$ cat src/rtl/decode_stage_p.sv
// decode_stage_p: integer register file with write-to-read bypass, load-use hazard detection and ID/EX register.
// Latency: one cycle from decode inputs to the *_e outputs; register writes are visible on a0 after the edge.
// Backpressure: stall_ext holds ID/EX; stall_fd holds fetch and IF/ID on stall_ext or a load-use hazard.
module decode_stage_p #(
    parameter int XLEN     = 32,
    parameter int NUM_REGS = 32,
    parameter int CTRL_W   = 16,
    parameter int BYPASS   = 1
) (
    input  logic              clk,
    input  logic              rst_n,
    input  logic [31:0]       instr_d,
    input  logic              valid_d,
    input  logic [XLEN-1:0]   pc_d,
    input  logic [XLEN-1:0]   pc_plus4_d,
    input  logic [CTRL_W-1:0] ctrl_d,
    input  logic              is_load_d,
    input  logic [XLEN-1:0]   imm_d,
    input  logic              we3,
    input  logic [4:0]        a3,
    input  logic [XLEN-1:0]   wd3,
    input  logic              stall_ext,
    input  logic              flush_e,
    output logic              stall_fd,
    output logic [XLEN-1:0]   rd1_e,
    output logic [XLEN-1:0]   rd2_e,
    output logic [XLEN-1:0]   imm_e,
    output logic [XLEN-1:0]   pc_e,
    output logic [XLEN-1:0]   pc_plus4_e,
    output logic [4:0]        rs1_e,
    output logic [4:0]        rs2_e,
    output logic [4:0]        rd_e,
    output logic [CTRL_W-1:0] ctrl_e,
    output logic              is_load_e,
    output logic              valid_e,
    output logic [XLEN-1:0]   a0
);

    localparam int AW = (NUM_REGS > 1) ? $clog2(NUM_REGS) : 1;

    typedef struct packed {
        logic              valid;
        logic              is_load;
        logic [CTRL_W-1:0] ctrl;
        logic [XLEN-1:0]   rd1;
        logic [XLEN-1:0]   rd2;
        logic [XLEN-1:0]   imm;
        logic [XLEN-1:0]   pc;
        logic [XLEN-1:0]   pc_plus4;
        logic [4:0]        rs1;
        logic [4:0]        rs2;
        logic [4:0]        rd;
    } idex_t;

    function automatic logic legal(input logic [4:0] idx);
        return 32'(idx) < 32'(NUM_REGS);
    endfunction

    logic [XLEN-1:0] rf [NUM_REGS];
    logic [4:0]      rs1, rs2, rd;
    logic            wr_en;
    logic [XLEN-1:0] rd1, rd2;
    logic            lu;
    idex_t           q, d_next;
    logic            unused_instr;

    assign rs1 = instr_d[19:15];
    assign rs2 = instr_d[24:20];
    assign rd  = instr_d[11:7];
    assign unused_instr = ^{instr_d[31:25], instr_d[14:12], instr_d[6:0]};

    // x0 and out-of-range destinations are silently dropped.
    assign wr_en = we3 && (a3 != 5'd0) && legal(a3);

    always_ff @(posedge clk or negedge rst_n) begin
        if (!rst_n) begin
            for (int i = 0; i < NUM_REGS; i++) rf[i] <= '0;
        end else if (wr_en) begin
            rf[a3[AW-1:0]] <= wd3;
        end
    end

    always_comb begin
        rd1 = '0;
        if (rs1 != 5'd0 && legal(rs1)) begin
            if (BYPASS != 0 && wr_en && a3 == rs1) rd1 = wd3;
            else                                   rd1 = rf[rs1[AW-1:0]];
        end
    end

    always_comb begin
        rd2 = '0;
        if (rs2 != 5'd0 && legal(rs2)) begin
            if (BYPASS != 0 && wr_en && a3 == rs2) rd2 = wd3;
            else                                   rd2 = rf[rs2[AW-1:0]];
        end
    end

    assign lu = q.valid & q.is_load & (q.rd != 5'd0) & valid_d &
                ((q.rd == rs1) | (q.rd == rs2));
    assign stall_fd = lu | stall_ext;

    always_comb begin
        d_next          = '0;
        d_next.valid    = valid_d;
        d_next.is_load  = is_load_d;
        d_next.ctrl     = ctrl_d;
        d_next.rd1      = rd1;
        d_next.rd2      = rd2;
        d_next.imm      = imm_d;
        d_next.pc       = pc_d;
        d_next.pc_plus4 = pc_plus4_d;
        d_next.rs1      = rs1;
        d_next.rs2      = rs2;
        d_next.rd       = rd;
    end

    // Flush outranks stall; a load-use bubble only lands when EX is free to advance.
    always_ff @(posedge clk or negedge rst_n) begin
        if (!rst_n)         q <= '0;
        else if (flush_e)   q <= '0;
        else if (stall_ext) q <= q;
        else if (lu)        q <= '0;
        else                q <= d_next;
    end

    assign valid_e    = q.valid;
    assign is_load_e  = q.is_load;
    assign ctrl_e     = q.ctrl;
    assign rd1_e      = q.rd1;
    assign rd2_e      = q.rd2;
    assign imm_e      = q.imm;
    assign pc_e       = q.pc;
    assign pc_plus4_e = q.pc_plus4;
    assign rs1_e      = q.rs1;
    assign rs2_e      = q.rs2;
    assign rd_e       = q.rd;

    generate
        if (NUM_REGS > 10) begin : g_a0
            assign a0 = rf[AW'(10)];
        end else begin : g_no_a0
            assign a0 = '0;
        end
    endgenerate

endmodule

$ cat config.mk
export PLATFORM = sky130hd
export DESIGN_NAME = decode_stage_p
export DESIGN_NICKNAME = d
export VERILOG_FILES = /design/src/rtl/decode_stage_p.sv
export SDC_FILE = /design/constraint.sdc
export NUM_CORES = 2
export LEC_CHECK = 0
export BUFFER_PORTS_ARGS = -buffer_cell sky130_fd_sc_hd__buf_4
export CORE_ASPECT_RATIO = 0.75
export CORE_MARGIN = 2
export CORE_UTILIZATION = 35
export DETAILED_ROUTE_END_ITERATION = 8
export PLACE_DENSITY = 0.48
export SETUP_SLACK_MARGIN = 0.4
export SYNTH_ARGS = -nofsm -noshare
export SYNTH_HDL_FRONTEND = slang
export SYNTH_SLANG_ARGS = --single-unit
$ cat constraint.sdc
create_clock -name clk -period 4.7 [get_ports clk]
set_input_delay 0.705 -clock clk [delete_from_list [all_inputs] [get_ports clk]]
set_output_delay 0.705 -clock clk [all_outputs]
set_load 0.1 [all_outputs]
==> flow_summary.ini <==
[setup_path]
worst-setup-path-type = flop to output port
cp_max_fo = 5
cp.required_ns = 3.99
cp.arrival_ns = 2.96
cp-start-kind = flop
cp-end-kind = output port

[drt]
vias_per_cell = 5.99
first_iter_violations = 3700
routed_wl_um = 223000
route.detailed.drc = 0
final_antenna_net_count = 0
first_pass_iters = 6
wl_per_cell_um = 33.1
vias = 40400

[floorplan]
io_pins = 414
core_area_mm2 = 0.175
initial_core_util_pct = 35.1
rows = 133
die_h_um = 367
die_area_mm2 = 0.179
die_w_um = 487

[cells_and_area]
fin_nets = 4530
syn_to_final_growth_pct = 16.1
nFillCells = 16200
drive_above_1_share_pct = 49.1

[clocking]
clock_sinks = 1217
ctsResizeCount = 0
h-tree-depth = 4
cts_setup_buffers = 0
clock_latency_ns = 0.78
root_buffer = clkbuf_16
cts_inserted_buffers = 136
clk_path_buf_depth = 3
ctsHoldBuffers = 1
path_clk_slew_ns = 0.06
cts_tree = built

[sta]
skew_ns = 0.0225
fin_crit_ns = 3.66
worst_slew_pin_slew_ns = 1.09
rsz0062_at_grt = no
setup_viol = 0
max_freq_mhz = 273
slew_headroom_pct = 27.3
final_hold_viol_count = 0
finalCritPeriodShare_pct = 78.0
fin_ws_ns = 1.04
finalSetupTns_ns = 0
slew_violations = 0

[placement]
place_ws_ns = 1.03
globalplace.congestion = 0.805
post-dp-hpwl_um = 137000
portBuffers = 396

[global_route]
grt_usage_pct = 24.8
grt_max_degree = 150
grt_pass1_vias = 41300
antenna_found_initial = 15
grt_pass1_wl_um = 320000
grt_overflow = 0

[logic_synthesis]
ys.flop_type = dfrtp_1
yosysMostFrequentCell = dfrtp_1
seq_area_frac_synth_pct = 49.6
netlist_top_cells_count = dfrtp_1, mux2_2, mux4_2
synth_top_area_share_pct = 49.6
syn_area_per_cell_um2 = 14.7
synth.distinct_cells = 50
synthesis.nets = 4353
syn-cell-area_mm2 = 0.0614
synth_cells = 4165
synth_edf_count = 0
yosysWarnings = 0
synthArstFlopShare_pct = 100
ys_top_cells_by_area = dfrtp_1, mux2_2, mux4_2, mux2i_1, a22o_1
synth-seq-cells = 1217
yosys.area.top_type = dfrtp_1

[flow_run]
maxCapViolations = 0

[status]
status = complete, no violations

[pwr]
p_leak_nw = 31.3
p_per_area_mw_per_mm2 = 435
ir_worst_vdd_mv = 0.280

[min_path]
hp-class = primary input to flop
==> cells by family (layout without fill, tap and decap cells) <==
| family | after synthesis | in the layout | synth area share (%) |
|---|---|---|---|
| flip-flops | 1217 | 1217 | 49.6 |
| multiplexers | 1633 | 1633 | 36.5 |
| other | 0 | 5 | 0 |
| buffers and inverters | 513 | 788 | 3.92 |
| AND/OR/NAND/NOR | 149 | 149 | 1.34 |
| AO/OA/AOI/OAI | 633 | 633 | 8.28 |
| XOR/XNOR | 20 | 20 | 0.285 |
==> layer usage <==
metal	global-route usage, %	share of wire [%]	vias up
met3	3.96	5.2	323
met4	6.95	2.7	0
met1	36.8	47	22200
met2	37.4	45	1298
met5	0	0	-
li1	-	-	16600
==> stage by stage <==
step	area, µm²	utilization [%]	total power (W)	hold WS [ns]	std cells
final	71200	40.8	0.0310	0.129	6740
after global routing	71200	40.8	0.0323	0.0962	6738
after CTS	71200	40.8	0.0312	0.0747	6735
after detailed placement	66900	38.3	0.0205	0.383	6498
after global placement	66900	38.3	0.0204	0.377	6498
after floorplan	61400	-	0.0184	0.409	4165
==> cells in the final DEF, fill, tap and decap left out, types with 6 or more instances in the layout <==
cell and count:
dfrtp_1 1217, mux2_2 993, buf_4 489, mux4_2 386, mux2i_1 254, a22o_1 190, clkbuf_16 141, a22oi_1 100
a21oi_1 78, o221ai_1 73, a221o_1 62, buf_12 54, o22ai_1 53, clkbuf_1 45, a211oi_1 38, and2_1 30
nor3_1 25, clkbuf_8 21, nor2_4 20, nand2_2 17, a2111oi_1 17, clkinv_2 17, xor2_1 14, nor4_1 12
a2111oi_2 8, nand3b_1 6, nand3_1 6, xnor2_1 6
==> flip-flops by register name (all words and copies together), names as in the netlist, 16 cells and up <==
| signal | cells |
|---|---|
| a0 | 32 |
| ctrl_e | 16 |
| imm_e | 32 |
| pc_e | 32 |
| pc_plus4_e | 32 |
| rd1_e | 32 |
| rd2_e | 32 |
| rf | 992 |
==> power by group <==
| part | internal (W) | total [W] | switching [W] |
|---|---|---|---|
| clock network | 0.00604 | 0.0106 | 0.00459 |
| registers | 0.0123 | 0.0136 | 0.00131 |
| logic | 0.00325 | 0.00678 | 0.00353 |
| total | 0.0215 | 0.0310 | 0.00943 |
==> area by class of cell <==
type | instances | area (µm²) | share of cell area, %
flip-flops and latches | 1217 | 30500 | 42.7
multi-input cells | 2435 | 28800 | 40.4
repair buffers | 550 | 4860 | 6.82
clock buffers | 205 | 3960 | 5.56
well taps | 2295 | 2870 | 4.03
clock inverters | 31 | 319 | 0.448
diodes | 5 | 12.5 | 0.0176
inverters | 2 | 7.51 | 0.0105
==> worst max-delay path: stages (launching register included) <==
cell and delay [ns]:
dfrtp_1 0.44, or4_1 0.54, o2111ai_1 0.39, nor2_1 0.23, or2_2 0.32, buf_4 0.24
==> final timing paths <==
| path | start | end | slack, ns | cells past startpoint |
|---|---|---|---|---|
| max in group asynchronous | rst_n | rf[467]$_DFFE_PN0P_ | 2.81 | 4 |
| hold / removal | imm_d[0] | imm_e[0]$_DFFE_PN0P_ | 0.13 | 2 |
| min in group asynchronous | rst_n | rf[149]$_DFFE_PN0P_ | 0.52 | 2 |
| setup / recovery | rd_e[1]$_DFFE_PN0P_ | stall_fd | 1.04 | 5 |
| setup reg to reg | rd_e[1]$_DFFE_PN0P_ | rd1_e[18]$_DFFE_PN0P_ | 1.58 | 7 |
| hold reg to reg | rf[1023]$_DFFE_PN0P_ | rf[1023]$_DFFE_PN0P_ | 0.39 | 0 |
No activity file was read; power rests on OpenSTA's default activity.
